<file path="src/rtl/ads869x_spi_responder.sv">
// SPI responder emulating an ADS869x ADC with a four-register file.
// Optional build macro ADS869X_RAMP_GEN_EN replaces sample_data with an internal ramp.
`timescale 1ns/1ps

module ads869x_spi_responder #(
    parameter int TCONV      = 665,
    parameter int CLOCK_FREQ = 100
) (
    input  logic        clock,
    input  logic        reset_n,
    input  logic        RST_n,
    input  logic        SCLK,
    input  logic        CONV,
    input  logic        SDI,
    output logic        SDO,
    input  logic [17:0] sample_data,
    output logic        sample_ack,
    output logic [6:0]  frame_cmd,
    output logic [8:0]  frame_addr,
    output logic [15:0] frame_data,
    output logic        frame_done,
    output logic [15:0] reg_rst_pwrctl,
    output logic [15:0] reg_sdi_ctl,
    output logic [15:0] reg_dataout_ctl,
    output logic [15:0] reg_range_sel,
    output logic        protocol_error
);

    localparam int CONV_CYCLES = (TCONV * CLOCK_FREQ + 999) / 1000;
    localparam int CW          = (CONV_CYCLES < 2) ? 1 : $clog2(CONV_CYCLES + 1);
    localparam logic [CW-1:0] CONV_LOAD = CW'(CONV_CYCLES);

    localparam logic [2:0] RESET_HOLD = 3'd0;
    localparam logic [2:0] IDLE       = 3'd1;
    localparam logic [2:0] CONVERTING = 3'd2;
    localparam logic [2:0] READY      = 3'd3;
    localparam logic [2:0] SHIFTING   = 3'd4;
    localparam logic [2:0] DECODE     = 3'd5;

    localparam logic [6:0] CMD_WRITE = 7'b1101000;
    localparam logic [6:0] CMD_READ  = 7'b1100100;

    localparam logic [8:0] ADDR_RST_PWRCTL  = 9'h004;
    localparam logic [8:0] ADDR_SDI_CTL     = 9'h008;
    localparam logic [8:0] ADDR_DATAOUT_CTL = 9'h010;
    localparam logic [8:0] ADDR_RANGE_SEL   = 9'h014;

    // Pin order in the synchronizer vectors: {RST_n, CONV, SCLK, SDI}
    logic [3:0] sync1;
    logic [3:0] sync2;
    logic [3:0] sync_d;

    logic           rst_pin_n;
    logic           sdi_s;
    logic           conv_rise;
    logic           conv_fall;
    logic           sclk_rise;
    logic           sclk_fall;

    logic [2:0]     state;
    logic [CW-1:0]  conv_cnt;
    logic           conv_abort;
    logic [31:0]    tx_shift;
    logic [31:0]    rx_shift;
    logic [5:0]     bit_cnt;
    logic           read_pending;
    logic [15:0]    read_value;
    logic [15:0]    lookup_value;
    logic [17:0]    sample_value;

    always_ff @(posedge clock) begin
        if (!reset_n) begin
            sync1  <= '0;
            sync2  <= '0;
            sync_d <= '0;
        end else begin
            // NOTE: non-blocking assignments make every flop sample the
            // pre-edge value, which is what makes this a real 2-stage chain.
            sync1  <= {RST_n, CONV, SCLK, SDI};
            sync2  <= sync1;
            sync_d <= sync2;
        end
    end

    assign rst_pin_n = sync2[3];
    assign sdi_s     = sync2[0];
    assign conv_rise =  sync2[2] & ~sync_d[2];
    assign conv_fall = ~sync2[2] &  sync_d[2];
    assign sclk_rise =  sync2[1] & ~sync_d[1];
    assign sclk_fall = ~sync2[1] &  sync_d[1];

`ifdef ADS869X_RAMP_GEN_EN
    logic [17:0] ramp;

    always_ff @(posedge clock) begin
        if (!reset_n) begin
            ramp <= '0;
        end else if (sample_ack) begin
            ramp <= ramp + 18'd1;
        end
    end

    assign sample_value = ramp;
`else
    assign sample_value = sample_data;
`endif

    always_comb begin
        // NOTE: default first so every path assigns and no latch is inferred.
        lookup_value = 16'h0000;
        case (rx_shift[24:16])
            ADDR_RST_PWRCTL:  lookup_value = reg_rst_pwrctl;
            ADDR_SDI_CTL:     lookup_value = reg_sdi_ctl;
            ADDR_DATAOUT_CTL: lookup_value = reg_dataout_ctl;
            ADDR_RANGE_SEL:   lookup_value = reg_range_sel;
            default:          lookup_value = 16'h0000;
        endcase
    end

    // The MSB of the TX shifter is live only while bits remain in the frame.
    assign SDO = (state == SHIFTING && bit_cnt != 6'd32) ? tx_shift[31] : 1'b0;

    always_ff @(posedge clock) begin
        if (!reset_n) begin
            state           <= RESET_HOLD;
            conv_cnt        <= '0;
            conv_abort      <= 1'b0;
            tx_shift        <= '0;
            rx_shift        <= '0;
            bit_cnt         <= '0;
            read_pending    <= 1'b0;
            read_value      <= '0;
            frame_cmd       <= '0;
            frame_addr      <= '0;
            frame_data      <= '0;
            frame_done      <= 1'b0;
            sample_ack      <= 1'b0;
            protocol_error  <= 1'b0;
            reg_rst_pwrctl  <= '0;
            reg_sdi_ctl     <= '0;
            reg_dataout_ctl <= '0;
            reg_range_sel   <= '0;
        end else begin
            sample_ack <= 1'b0;
            frame_done <= 1'b0;
            if (!rst_pin_n) begin
                state           <= RESET_HOLD;
                conv_cnt        <= '0;
                conv_abort      <= 1'b0;
                tx_shift        <= '0;
                bit_cnt         <= '0;
                read_pending    <= 1'b0;
                protocol_error  <= 1'b0;
                reg_rst_pwrctl  <= '0;
                reg_sdi_ctl     <= '0;
                reg_dataout_ctl <= '0;
                reg_range_sel   <= '0;
            end else begin
                case (state)
                    RESET_HOLD: state <= IDLE;

                    IDLE: begin
                        if (conv_rise) begin
                            state    <= CONVERTING;
                            conv_cnt <= CONV_LOAD;
                        end
                    end

                    CONVERTING: begin
                        // An early CONV release aborts the conversion until CONV rises again.
                        if (conv_rise && conv_abort) begin
                            conv_cnt   <= CONV_LOAD;
                            conv_abort <= 1'b0;
                        end else begin
                            if (conv_fall) begin
                                protocol_error <= 1'b1;
                                conv_abort     <= 1'b1;
                            end
                            if (conv_cnt != '0) begin
                                conv_cnt <= conv_cnt - CW'(1);
                            end else if (!conv_abort && !conv_fall) begin
                                state <= READY;
                            end
                        end
                    end

                    READY: begin
                        if (conv_fall) begin
                            state    <= SHIFTING;
                            bit_cnt  <= '0;
                            rx_shift <= '0;
                            if (read_pending) begin
                                tx_shift     <= {read_value, 16'd0};
                                read_pending <= 1'b0;
                            end else begin
                                tx_shift   <= {sample_value, 14'd0};
                                sample_ack <= 1'b1;
                            end
                        end
                    end

                    SHIFTING: begin
                        if (conv_rise) begin
                            state    <= DECODE;
                            conv_cnt <= CONV_LOAD;
                        end else begin
                            if (sclk_rise) begin
                                rx_shift <= {rx_shift[30:0], sdi_s};
                                if (bit_cnt != 6'd32) begin
                                    bit_cnt <= bit_cnt + 6'd1;
                                end
                            end
                            if (sclk_fall) begin
                                tx_shift <= {tx_shift[30:0], 1'b0};
                            end
                        end
                    end

                    DECODE: begin
                        state   <= CONVERTING;
                        bit_cnt <= '0;
                        if (conv_cnt != '0) begin
                            conv_cnt <= conv_cnt - CW'(1);
                        end
                        if (bit_cnt == 6'd32) begin
                            frame_cmd  <= rx_shift[31:25];
                            frame_addr <= rx_shift[24:16];
                            frame_data <= rx_shift[15:0];
                            frame_done <= 1'b1;
                            if (rx_shift[31:25] == CMD_WRITE) begin
                                case (rx_shift[24:16])
                                    ADDR_RST_PWRCTL:  reg_rst_pwrctl  <= rx_shift[15:0];
                                    ADDR_SDI_CTL:     reg_sdi_ctl     <= rx_shift[15:0];
                                    ADDR_DATAOUT_CTL: reg_dataout_ctl <= rx_shift[15:0];
                                    ADDR_RANGE_SEL:   reg_range_sel   <= rx_shift[15:0];
                                    default: ;
                                endcase
                            end else if (rx_shift[31:25] == CMD_READ) begin
                                read_pending <= 1'b1;
                                read_value   <= lookup_value;
                            end
                        end else if (bit_cnt != 6'd0) begin
                            protocol_error <= 1'b1;
                        end
                    end

                    default: state <= RESET_HOLD;
                endcase
            end
        end
    end

endmodule

</file>
<file path="config.mk">
export PLATFORM = sky130hd
export DESIGN_NAME = ads869x_spi_responder
export DESIGN_NICKNAME = d
export VERILOG_FILES = /design/src/rtl/ads869x_spi_responder.sv
export SDC_FILE = /design/constraint.sdc
export NUM_CORES = 1
export LEC_CHECK = 0
export ABC_CLOCK_PERIOD_IN_PS = 2900
export BUFFER_PORTS_ARGS = -buffer_cell sky130_fd_sc_hd__buf_2
export CORE_MARGIN = 4
export CORE_UTILIZATION = 40
export DETAILED_ROUTE_END_ITERATION = 12
export GPL_TIMING_DRIVEN = 0
export PLACE_DENSITY = 0.68
export SLEW_MARGIN = 15
export SYNTH_ARGS = -nofsm -noshare
export SYNTH_HDL_FRONTEND = slang
export SYNTH_SLANG_ARGS = --single-unit
</file>
<file path="constraint.sdc">
create_clock -name clock -period 2.9 [get_ports clock]
set_input_delay 0.87 -clock clock [delete_from_list [all_inputs] [get_ports clock]]
set_output_delay 0.87 -clock clock [all_outputs]
set_load 0.05 [all_outputs]
</file>
==> run_results.csv <==
group,metric,value,unit
outcome,status,"finished, final reports clean",
final_layout,antenna_cells,0,
yosys,netlist.area_leader.share,47.7,%
worst_hold_path,worstHoldPathCells,1,
final_layout,num-fill-cells,1939,
yosys,yosysWarnings,0,
timing,clock_skew,0.0140,ns
critical_path,worstSetupPathType,"reg2out",
clock_tree,cts-root-buf,"clkbuf_16",
critical_path,r2r_start,"rx_shift[30]",
pwr,p_per_area,524,nW/um2
drt,first_iter_violations,538,
yosys,synth.distinct_cells,62,
pwr,p_int,3.90,mW
pwr,clockPowerShare,45.6,%
timing,fin_crit_sh,96.2,%
grt,grt_antenna_before_repair,0,
floorplanning,fp.dieH,150,um
yosys,synth_cells,898,
pwr,vdd.ir_drop.worst,0.452,mV
clock_tree,cts_sinks,193,
grt,grt_first_pass_wirelength,35800,um
floorplanning,die_area,22600,um2
clock_tree,clk_latency,0.44,ns
timing,setup_tns,0,ns
critical_path,crit_path_end_kind,"output port",
pwr,switching_power,1.15,mW
drt,drt-total-wl,22700,um
floorplanning,die_x,150,um
timing,rsz0062_at_grt,"no",
yosys,synth-edff-count,0,
timing,final_max_slew_viol_count,0,
final_layout,nets,1069,
placed_design,gp_congestion,0.828,
final_layout,multi_input_area,3860,um2
clock_tree,numCtsBuffers,17,
final_layout,fin_cells,1319,
clock_tree,h-tree-depth,4,
worst_hold_path,hold_path_class,"reg2reg",
floorplanning,core_area,19700,um2
grt,grt_use_total,20.2,%
timing,period_minus_slack,2.79,ns
floorplanning,initial_core_util,41.2,%
yosys,ys_ff_latch,193,
critical_path,reg2reg_depth,7,
critical_path,r2r_end,"reg_rst_pwrctl[7]",
pwr,power_leakage,4.11,nW
placed_design,place_area,9030,um2
clock_tree,clk_pin_slew,0.07,ns
timing,worst_slack,0.110,ns
grt,grt_pass1_vias,6742,
yosys,synth_nets,926,
timing,slew_headroom,42.1,%
pwr,power.total,5.05,mW
pwr,combPwrFrac,1.8,%
pwr,p_sw_share,22.8,%
timing,holdWs,0.435,ns
drt,drt-wirelength-per-cell,17.2,um
critical_path,crit_required,2.03,ns
yosys,ys.flop_type,"dfxtp_1",
timing,worst_pin_slew,0.860,ns
clock_tree,tritoncts,"yes",
timing,fmax,0.358,GHz
yosys,synth-seq-area-share,47.7,%
worst_hold_path,min_to,"sync2[0]",
critical_path,path_max_fanout,10,
grt,grt_max_degree,19,
grt,gr-total-overflow,0,
drt,vias,6956,
yosys,yosys-top-cells-area,"dfxtp_1 (48%), mux2i_1 (14%), nand3_1 (5.2%), nor2_1 (4.6%), nand2_1 (4.2%)",
final_layout,regArea,3860,um2
worst_hold_path,min-delay-start,"sync1[0]",
drt,viasPerCell,5.27,
timing,setup_viol,0,
placed_design,dp_cells,1285,
timing,hold_viol,0,
floorplanning,row_count,51,
final_layout,fin_area,9650,um2
yosys,synth_area,8090,um2
final_layout,drive_gt1_share,17.2,%
run,cap_violations,0,
critical_path,startpoint_type,"flop",
pwr,seqPwrFrac,52.6,%
critical_path,ff2ff_setup_slack,0.21,ns
final_layout,fin_util,49.1,%
yosys,avgSynthCellArea,9.01,um2
drt,ant_nets,0,
drt,drc,0,
placed_design,dpl.hpwl,17000,um
yosys,async_flop_share,0,%
final_layout,area_growth,19.2,%
critical_path,worst_ep_arrival_time,1.92,ns
clock_tree,cts_buffer_depth,2,
drt,drt_pass1_iterations,7,
clock_tree,ctsHoldBuffers,0,
yosys,synth_area_leader_cell,"dfxtp_1",
placed_design,io_buffer_count,122,
floorplanning,ios,124,
placed_design,dp_slack,-0.0968,ns
## state kept, by name, summed over array words and instances, names as in the netlist, 2 cells and up
register and flops:
rx_shift 32, tx_shift 18, frame_data 16, read_value 16
reg_dataout_ctl 16, reg_range_sel 16, reg_rst_pwrctl 16, reg_sdi_ctl 16
frame_addr 9, conv_cnt 7, frame_cmd 7, bit_cnt 6
sync1 4, sync2 4, state 3, sync_d 2
## logic make-up (layout without fill, tap and decap cells)
logic type | after synthesis | in the layout | share of synthesized area (%)
compound gates | 161 | 161 | 12.6
xor+xnor | 7 | 7 | 0.758
fa+ha+maj | 4 | 4 | 0.618
buf+inv | 81 | 237 | 4.72
flops | 193 | 193 | 47.7
mux | 112 | 112 | 13.9
simple gates | 340 | 340 | 19.7
## cells in the final DEF, fill, tap and decap left out, types with 8 or more instances in the layout
cell type and instances:
nor2b_1 8, inv_1 9, o22a_1 16, clkbuf_1 48, dfxtp_1 193, and2_1 10, nor3_1 9, nor2_1 98
a21oi_1 50, clkbuf_16 17, a22oi_1 16, o211ai_1 19, nand2_1 91, buf_2 129, o21ai_0 38, mux2i_1 112
nand3_1 84
## how the worst max path moves through the flow
stage	start	to	slack [ns]
after floorplan	state[1]	SDO	0.35
after global placement	state[0]	SDO	-0.08
after detailed placement	state[2]	SDO	-0.1
after CTS	bit_cnt[0]	SDO	0.04
after global routing	bit_cnt[0]	SDO	0.02
final	state[2]	SDO	0.11
## power groups by stage
stage	Clock [mW]	Combinational, mW	Sequential [mW]
5_1_grt	2.44	0.101	2.66
4_1_cts	2.33	0.0908	2.66
6_report	2.30	0.0904	2.66
2_1_floorplan	0	0.0543	2.72
3_3_place_gp	0	0.0900	2.72
3_5_place_dp	0	0.0900	2.72
## synthesized netlist by cell type (all sizes together), types with 3 or more instances
| cell | instances |
|---|---|
| a21oi | 50 |
| nand2 | 91 |
| nor2 | 100 |
| inv | 9 |
| mux2i | 112 |
| o31ai | 3 |
| clkbuf | 49 |
| ha | 4 |
| nand3b | 6 |
| nor2b | 8 |
| nand3 | 84 |
| o211ai | 19 |
| nand4 | 6 |
| buf | 18 |
| nand2b | 5 |
| xnor2 | 6 |
| dfxtp | 193 |
| dlygate4sd1 | 3 |
| a22oi | 16 |
| o21ai | 40 |
| nor3 | 9 |
| o22a | 16 |
| and2 | 10 |
## worst max-delay path: stages (launching register included)
cell	delay, ns
dfxtp_1	0.35
buf_2	0.22
nand2b_1	0.14
nor2_4	0.14
clkbuf_4	0.22
and3_1	0.21
buf_4	0.21
## repair_timing
action	in CTS	in global routing
hold endpoints to repair	0	0
gates resized for setup	5	3
setup buffers	1	1
pin swaps	1	0
cloned	0	0
setup endpoints to repair	1	11
## final cells by class
class | instances | area share (%)
multi-input combinational | 624 | 40.0
timing repair buffer | 124 | 6.51
tap | 265 | 3.44
sequential | 193 | 40.0
inverter | 10 | 0.389
clock buffer | 18 | 4.45
clock inverter | 14 | 1.52
buffer | 71 | 3.62
## per-layer routing
| metal | up-vias | global-route usage [%] | part of all wire [%] | routed length, um |
|---|---|---|---|---|
| li1 | 3442 | - | - | - |
| met1 | 3275 | 28.2 | 46 | 10500 |
| met2 | 219 | 32.2 | 46 | 10400 |
| met3 | 20 | 4.18 | 6.8 | 1540 |
| met4 | 0 | 4.71 | 1.3 | 291 |
| met5 | - | 0 | 0 | 0 |
No activity file was read; power rests on OpenSTA's default activity.
